**src/rtl/vga_mem_arbiter_pkg.sv**
```systemverilog
// Shared definitions for the VGA memory arbiter: target select codes,
// FSM state encoding, master indices and the latched access record.
package vga_mem_arbiter_pkg;

  typedef enum logic [1:0] {
    SEL_GRAPH  = 2'b00,
    SEL_TEXT   = 2'b01,
    SEL_CURSOR = 2'b10,
    SEL_REG    = 2'b11
  } sel_e;

  typedef enum logic [1:0] {
    IDLE   = 2'b00,
    ISSUE  = 2'b01,
    RDWAIT = 2'b10,
    ACK    = 2'b11
  } state_e;

  localparam logic M0 = 1'b0;  // CPU
  localparam logic M1 = 1'b1;  // fill/scroll engine

  // Access captured from the winning master at grant time
  typedef struct packed {
    sel_e        sel;
    logic [3:0]  we;
    logic [31:0] addr;
    logic [31:0] wdata;
  } acc_t;

endpackage

```
**src/rtl/vga_mem_arbiter_if.sv**
```systemverilog
// One master's request/response port into the arbiter.
interface vga_mem_arbiter_if;
  logic        req;
  logic [1:0]  sel;
  logic [3:0]  we;
  logic [31:0] addr;
  logic [31:0] wdata;
  logic        ack;
  logic [31:0] rdata;

  modport master (output req, sel, we, addr, wdata, input  ack, rdata);
  modport slave  (input  req, sel, we, addr, wdata, output ack, rdata);
endinterface

```
**src/rtl/vga_mem_arbiter_pick.sv**
```systemverilog
// Winner selection for the two-master arbiter plus the anti-starvation
// burst counter. Tie policy: fixed (master 0 wins) by default, alternating
// when VGA_ARB_ROUND_ROBIN_EN is defined. In both modes a master that has
// taken MAX_BURST consecutive contested grants yields the next one.
module vga_arb_pick
  import vga_mem_arbiter_pkg::*;
#(
  parameter int MAX_BURST = 4
) (
  input  logic       clk,
  input  logic       rst,
  input  logic [1:0] req_i,
  input  logic       grant_i,  // a grant is taken this cycle
  output logic       win_o
);

  localparam int CW = $clog2(MAX_BURST + 1);

  logic          last_q;
  logic [CW-1:0] burst_q;
  logic          limit;
  logic          tie_win;
  logic          other_req;

`ifdef VGA_ARB_ROUND_ROBIN_EN
  logic prio_q;  // master favoured on the next tie
`endif

  // Pick the winner from current requests and grant history
  always_comb begin
    limit = (burst_q >= CW'(MAX_BURST));
`ifdef VGA_ARB_ROUND_ROBIN_EN
    tie_win = prio_q;
`else
    tie_win = M0;
`endif
    if (&req_i) win_o = limit ? ~last_q : tie_win;
    else        win_o = req_i[1] ? M1 : M0;
    other_req = win_o ? req_i[0] : req_i[1];
  end

  // Track consecutive grants to the same master while the other waits
  always_ff @(posedge clk) begin
    if (rst) begin
      last_q  <= M0;
      burst_q <= '0;
`ifdef VGA_ARB_ROUND_ROBIN_EN
      prio_q  <= M0;
`endif
    end else if (grant_i) begin
      last_q <= win_o;
`ifdef VGA_ARB_ROUND_ROBIN_EN
      prio_q <= ~win_o;
`endif
      if (!other_req)
        burst_q <= '0;
      else if (win_o != last_q)
        burst_q <= CW'(1);
      else if (!limit)
        burst_q <= burst_q + CW'(1);
    end
  end

endmodule

```
**src/rtl/vga_mem_arbiter.sv**
```systemverilog
// Two-master arbiter in front of the VGA graph/text/cursor/register targets.
// Latches the winner's access, issues one strobe (stalling on busy when
// STALL_BUSY=1), captures read data and returns a one-cycle ack.
// Tie policy macro: VGA_ARB_ROUND_ROBIN_EN (see vga_arb_pick).
module vga_mem_arbiter
  import vga_mem_arbiter_pkg::*;
#(
  parameter bit STALL_BUSY = 1'b1,
  parameter int MAX_BURST  = 4
) (
  input  logic        clk,
  input  logic        rst,
  vga_mem_arbiter_if.slave m0,
  vga_mem_arbiter_if.slave m1,
  output logic [3:0]  we_text,
  output logic [3:0]  we_graph,
  output logic [3:0]  we_cursor,
  output logic [3:0]  we_reg,
  output logic        rd_text,
  output logic        rd_graph,
  output logic        rd_cursor,
  output logic        rd_reg,
  output logic [31:0] addr,
  output logic [31:0] wdata,
  input  logic [31:0] text_rdata,
  input  logic [31:0] graph_rdata,
  input  logic [31:0] cursor_rdata,
  input  logic [31:0] reg_rdata,
  input  logic        busy
);

  state_e           state_q;
  logic             win_q;
  acc_t             acc_q;
  logic [3:0][3:0]  we_q;     // indexed by sel_e
  logic [3:0]       rd_q;     // indexed by sel_e
  logic [1:0]       ack_q;
  logic [1:0][31:0] rdata_q;

  logic [1:0]  req;
  logic        win;
  logic        grant;
  acc_t        pay;
  logic [31:0] tgt_rdata;

  assign req   = {m1.req, m0.req};
  assign grant = (state_q == IDLE) && (|req);

  vga_arb_pick #(.MAX_BURST(MAX_BURST)) u_pick (
    .clk     (clk),
    .rst     (rst),
    .req_i   (req),
    .grant_i (grant),
    .win_o   (win)
  );

  // Payload of whichever master is winning this cycle
  always_comb begin
    pay = '{sel: sel_e'(m0.sel), we: m0.we, addr: m0.addr, wdata: m0.wdata};
    if (win == M1)
      pay = '{sel: sel_e'(m1.sel), we: m1.we, addr: m1.addr, wdata: m1.wdata};
  end

  // Read data of the latched target
  always_comb begin
    tgt_rdata = graph_rdata;
    case (acc_q.sel)
      SEL_TEXT:   tgt_rdata = text_rdata;
      SEL_CURSOR: tgt_rdata = cursor_rdata;
      SEL_REG:    tgt_rdata = reg_rdata;
      default:    tgt_rdata = graph_rdata;
    endcase
  end

  // Access FSM; strobes and acks are single-cycle registered pulses
  always_ff @(posedge clk) begin
    if (rst) begin
      state_q <= IDLE;
      win_q   <= M0;
      acc_q   <= '0;
      we_q    <= '0;
      rd_q    <= '0;
      ack_q   <= '0;
      rdata_q <= '0;
    end else begin
      we_q  <= '0;
      rd_q  <= '0;
      ack_q <= '0;
      case (state_q)
        IDLE: if (grant) begin
          win_q   <= win;
          acc_q   <= pay;
          state_q <= ISSUE;
        end
        ISSUE: if (!(STALL_BUSY && busy)) begin
          if (|acc_q.we) begin
            we_q[acc_q.sel] <= acc_q.we;
            state_q         <= ACK;
          end else begin
            rd_q[acc_q.sel] <= 1'b1;
            state_q         <= RDWAIT;
          end
        end
        RDWAIT: begin
          rdata_q[win_q] <= tgt_rdata;
          state_q        <= ACK;
        end
        ACK: begin
          ack_q[win_q] <= 1'b1;
          state_q      <= IDLE;
        end
        default: state_q <= IDLE;
      endcase
    end
  end

  assign we_graph  = we_q[SEL_GRAPH];
  assign we_text   = we_q[SEL_TEXT];
  assign we_cursor = we_q[SEL_CURSOR];
  assign we_reg    = we_q[SEL_REG];
  assign rd_graph  = rd_q[SEL_GRAPH];
  assign rd_text   = rd_q[SEL_TEXT];
  assign rd_cursor = rd_q[SEL_CURSOR];
  assign rd_reg    = rd_q[SEL_REG];
  assign addr      = acc_q.addr;
  assign wdata     = acc_q.wdata;
  assign m0.ack    = ack_q[M0];
  assign m1.ack    = ack_q[M1];
  assign m0.rdata  = rdata_q[M0];
  assign m1.rdata  = rdata_q[M1];

endmodule

```
**src/flat_wrapper.sv**
```systemverilog
// flat-port wrapper written by rule: the top's interface ports become plain ports
module vga_mem_arbiter_flat import vga_mem_arbiter_pkg::*;
#(
  parameter bit STALL_BUSY = 1'b1,
  parameter int MAX_BURST  = 4
)
  (clk, rst, we_text, we_graph, we_cursor, we_reg, rd_text, rd_graph, rd_cursor, rd_reg, addr, wdata, text_rdata, graph_rdata, cursor_rdata, reg_rdata, busy, m0_req, m0_sel, m0_we, m0_addr, m0_wdata, m0_ack, m0_rdata, m1_req, m1_sel, m1_we, m1_addr, m1_wdata, m1_ack, m1_rdata);
  vga_mem_arbiter_if m0_i ();
  vga_mem_arbiter_if m1_i ();
  input  logic clk;
  input  logic rst;
  output logic [3:0] we_text;
  output logic [3:0] we_graph;
  output logic [3:0] we_cursor;
  output logic [3:0] we_reg;
  output logic rd_text;
  output logic rd_graph;
  output logic rd_cursor;
  output logic rd_reg;
  output logic [31:0] addr;
  output logic [31:0] wdata;
  input  logic [31:0] text_rdata;
  input  logic [31:0] graph_rdata;
  input  logic [31:0] cursor_rdata;
  input  logic [31:0] reg_rdata;
  input  logic busy;
  input wire logic [$bits(m0_i.req)-1:0] m0_req;
  input wire logic [$bits(m0_i.sel)-1:0] m0_sel;
  input wire logic [$bits(m0_i.we)-1:0] m0_we;
  input wire logic [$bits(m0_i.addr)-1:0] m0_addr;
  input wire logic [$bits(m0_i.wdata)-1:0] m0_wdata;
  output wire logic [$bits(m0_i.ack)-1:0] m0_ack;
  output wire logic [$bits(m0_i.rdata)-1:0] m0_rdata;
  input wire logic [$bits(m1_i.req)-1:0] m1_req;
  input wire logic [$bits(m1_i.sel)-1:0] m1_sel;
  input wire logic [$bits(m1_i.we)-1:0] m1_we;
  input wire logic [$bits(m1_i.addr)-1:0] m1_addr;
  input wire logic [$bits(m1_i.wdata)-1:0] m1_wdata;
  output wire logic [$bits(m1_i.ack)-1:0] m1_ack;
  output wire logic [$bits(m1_i.rdata)-1:0] m1_rdata;
  assign m0_i.req = m0_req;
  assign m0_i.sel = m0_sel;
  assign m0_i.we = m0_we;
  assign m0_i.addr = m0_addr;
  assign m0_i.wdata = m0_wdata;
  assign m0_ack = m0_i.ack;
  assign m0_rdata = m0_i.rdata;
  assign m1_i.req = m1_req;
  assign m1_i.sel = m1_sel;
  assign m1_i.we = m1_we;
  assign m1_i.addr = m1_addr;
  assign m1_i.wdata = m1_wdata;
  assign m1_ack = m1_i.ack;
  assign m1_rdata = m1_i.rdata;
  vga_mem_arbiter #(.STALL_BUSY(STALL_BUSY), .MAX_BURST(MAX_BURST)) u_core (.clk(clk), .rst(rst), .m0(m0_i), .m1(m1_i), .we_text(we_text), .we_graph(we_graph), .we_cursor(we_cursor), .we_reg(we_reg), .rd_text(rd_text), .rd_graph(rd_graph), .rd_cursor(rd_cursor), .rd_reg(rd_reg), .addr(addr), .wdata(wdata), .text_rdata(text_rdata), .graph_rdata(graph_rdata), .cursor_rdata(cursor_rdata), .reg_rdata(reg_rdata), .busy(busy));
endmodule
```
**config.mk**
```make
export PLATFORM = sky130hd
export DESIGN_NAME = vga_mem_arbiter_flat
export DESIGN_NICKNAME = d
export VERILOG_FILES = /design/src/rtl/vga_mem_arbiter_pkg.sv /design/src/rtl/vga_mem_arbiter_if.sv /design/src/rtl/vga_mem_arbiter_pick.sv /design/src/rtl/vga_mem_arbiter.sv /design/src/flat_wrapper.sv
export SDC_FILE = /design/constraint.sdc
export NUM_CORES = 1
export LEC_CHECK = 0
export ABC_AREA = 1
export ABC_CLOCK_PERIOD_IN_PS = 1500
export CORE_AREA = 2 2 164 166
export CTS_BUF_LIST = sky130_fd_sc_hd__clkbuf_16
export DETAILED_ROUTE_END_ITERATION = 7
export DIE_AREA = 0 0 166 168
export DONT_BUFFER_PORTS = 1
export HOLD_SLACK_MARGIN = 0.1
export PLACE_DENSITY = 0.58
export RECOVER_POWER = 25
export SLEW_MARGIN = 20
export SYNTH_ARGS = -nofsm -noshare
export SYNTH_HDL_FRONTEND = slang
export SYNTH_SLANG_ARGS = --single-unit
```
**constraint.sdc**
```tcl
create_clock -name clk -period 1.5 [get_ports clk]
set_input_delay 0.375 -clock clk [delete_from_list [all_inputs] [get_ports clk]]
set_output_delay 0.375 -clock clk [all_outputs]
set_load 0.01 [all_outputs]
```
==> flow_summary_export.csv <==
group,metric,value,unit
run_status,status,"completed",
logic_synthesis,synth_warnings,0,
route,num_vias,7426,
worst_setup_path,r2r_setup_slack,50,ps
finish,final_cells,1529,
route,viasPerCell,4.86,
global_routing,antenna_found_initial,0,
worst_setup_path,slowest_stage,"dfxtp_2",
route,ant_nets,0,
clock_network,cts_htree_levels,4,
finish,final_util,0.370,
placement,dp_slack,-126,ps
worst_setup_path,crit_arrival,1790,ps
pwr,intPower,11.1,mW
finish,nFillCells,2797,
pwr,peakVddDrop,727,uV
clock_network,clk_latency,430,ps
timing,relSlewSlack,0.478,
clock_network,clock_path_buffers,2,
pwr,power_density,1940,nW/um^2
min_path,whs_path_depth,3,
worst_setup_path,worstPathMaxFanout,6,
placement,io_buffers,0,
logic_synthesis,avgSynthCellArea,7.16,sq um
logic_synthesis,synth-seq-cells,162,
route,routed_wirelength,26100,um
pwr,p_clk_frac,0.237,
placement,routabilityCongestion,0.847,
worst_setup_path,worst_setup_path_start_kind,"flop",
worst_setup_path,critPathCaptureType,"flop",
clock_network,cts-root-buf,"clkbuf_16",
timing,worstMarginPinSlew,781,ps
pwr,swShare,0.416,
global_routing,grt_pass1_wl,39000,um
min_path,worstHoldEndpoint,"u_core.m0.rdata[23]$_SDFFE_PP0P_",
logic_synthesis,synthCells,1229,
finish,final_cell_mix,"nand2_1 (283), nand3_1 (175), dfxtp_1 (157)",
worst_setup_path,cp_cell_sequence,"buf_6, ha_4, inv_2, nor2_4, buf_4, clkbuf_16, nand3_1, nand2_1, inv_1",
worst_setup_path,critPathTopFamily,"buffers and inverters",
clock_network,cts_num_sinks,162,
die,initial_core_util,0.334,
logic_synthesis,ys_types,29,
timing,setup_ws,49.1,ps
finish,antenna_cells,0,
timing,skew,13.4,ps
timing,fmax,689,MHz
timing,grt_setup_unrepaired,"true",
worst_setup_path,cpPeakStageDelay,340,ps
global_routing,grt_pass1_vias,7149,
finish,fin_nets,1454,
clock_network,cts_buffers,17,
worst_setup_path,crit_buf_inv,5,
flow_run,drv_cap,0,
pwr,p_comb_frac,0.402,
logic_synthesis,synth.yosys.seq_area_share,0.369,
clock_network,clkTransAtPathRegs,80,ps
worst_setup_path,worstReg2RegEnd,"u_core.m0.rdata[20]$_SDFFE_PP0P_",
die,rows,60,
die,die_h,168,um
route,avgRoutedWirePerCell,17.1,um
timing,timing.setup.tns,0,ps
worst_setup_path,required,1840,ps
pwr,power,19.0,mW
finish,area_growth,10.9,%
finish,final_common_cell,"nand2_1",
clock_network,cts_tree,"yes",
worst_setup_path,crit_type,"reg2reg",
worst_setup_path,r2r-start,"u_core.state_q[1]$_SDFFE_PP0P_",
die,dieArea,27900,sq um
timing,timing.final.crit_share,0.967,
logic_synthesis,synth_fp_nets,1508,
global_routing,grt_usage,0.177,
timing,finalCriticalPeriod,1450,ps
die,die_x,166,um
finish,drive_gt1_frac,0.210,
route,drtPass1Iterations,5,
min_path,worstHoldStart,"rst",
timing,final-setup-viol-count,0,
pwr,p_sw,7.89,mW
logic_synthesis,syn-cell-area,8800,sq um
min_path,hp-class,"in2reg",
global_routing,grt_max_degree,70,
route,drc,0,
pwr,power_frac_seq,0.361,
finish,seqCellArea,3250,sq um
route,dr.first_iter.drc_count,407,
timing,slew_viol_final,0,
worst_setup_path,r2r_cells,9,
finish,multiInputGateArea,4030,sq um
die,coreArea,26400,sq um
die,io_pins,423,
placement,dp_hpwl,19000,um
placement,dpl.cell_count,1476,
global_routing,grt_overflow,0,
pwr,cellLeakagePower,4.71,nW
timing,hold_viol_final,0,
==> cell families after synthesis <==
logic type / Yosys count / synth area share
buffers and inverters: 294 / 0.183
AOI/OAI and AO/OA: 115 / 0.116
DFF: 162 / 0.369
and+or+nand+nor: 652 / 0.325
adders and majority gates: 6 / 0.00853
==> worst max-delay path by stage <==
| stage | start | endpoint | slack, ps | cells after the start |
|---|---|---|---|---|
| finish | u_core.state_q[1]$_SDFFE_PP0P_ | u_core.m0.rdata[20]$_SDFFE_PP0P_ | 50 | 9 |
| global route | u_core.acc_q[69]$_SDFFE_PP0P_ | u_core.m1.rdata[15]$_SDFFE_PP0P_ | -20 | 8 |
| CTS | u_core.u_pick.last_q$_SDFFE_PP0P_ | u_core.acc_q[69]$_SDFFE_PP0P_ | 20 | 9 |
| detailed placement | u_core.state_q[0]$_SDFFE_PP0P_ | u_core.acc_q[69]$_SDFFE_PP0P_ | -130 | 7 |
| global placement | u_core.state_q[0]$_SDFFE_PP0P_ | u_core.acc_q[69]$_SDFFE_PP0P_ | -130 | 7 |
| floorplan | u_core.state_q[0]$_SDFFE_PP0P_ | u_core.wdata[21]$_SDFFE_PP0P_ | 70 | 8 |
==> through the flow <==
stage	hold slack (ps)	instance area [sq um]
after floorplan	460	8800
after detailed placement	457	8730
final	111	9760
after CTS	-0.514	9450
after global placement	460	8730
after global routing	104	9760
==> metal layers <==
layer	GRT usage	up-vias	routed length, um
met5	0	-	0
met4	0.0711	0	889
met3	0.0548	40	2100
met2	0.315	332	12800
met1	0.197	3326	10300
li1	-	3728	-
==> timing repair <==
| item | in CTS | in global routing |
|---|---|---|
| endpoints found under the setup margin | 93 | 105 |
| hold buffers | 1 | 2 |
| cloned | 1 | 4 |
| buffers inserted | 5 | 8 |
| gates resized for setup | 8 | 31 |
| hold endpoints to repair | 25 | 14 |
| pin swaps | 1 | 7 |
==> power by group through the flow <==
stage                     Sequential, mW  Combinational [mW]  Clock [mW]
final                               6.85                7.62        4.49
after global routing                6.98                8.51        4.84
after CTS                           6.86                7.06        4.69
after detailed placement            6.94                6.69           0
after global placement              6.94                6.59           0
after floorplan                     6.23                6.34           0
==> synthesized netlist by cell type (all sizes together) <==
cell    count  area (sq um)
a21oi      38           190
buf       128           943
clkbuf     15          96.3
clkinv      1          3.75
dfxtp     162          3240
ha          6          75.1
inv       150           563
nand2     291          1110
nand3     200          1120
nand4       2          12.5
nor2      154           583
nor3        4          20.0
o211ai     70           781
o21ai       7          46.3
or3         1          6.26
==> worst reg2reg max path, cell delays in order (launching register included) <==
cell and delay, ps:
dfxtp_2 340, buf_6 110, ha_4 120, inv_2 50, nor2_4 170, buf_4 160
clkbuf_16 140, nand3_1 150, nand2_1 100, inv_1 30
==> final cells by class <==
cell class / instances / area share
Timing Repair inverter: 1 / 0.000641
Multi-Input combinational cell: 773 / 0.413
Clock buffer: 17 / 0.0436
Inverter: 151 / 0.0590
Clock inverter: 15 / 0.0191
Timing Repair Buffer: 69 / 0.0876
Tap cell: 341 / 0.0437
Sequential cell: 162 / 0.333
(Power assumes the default switching activity.)
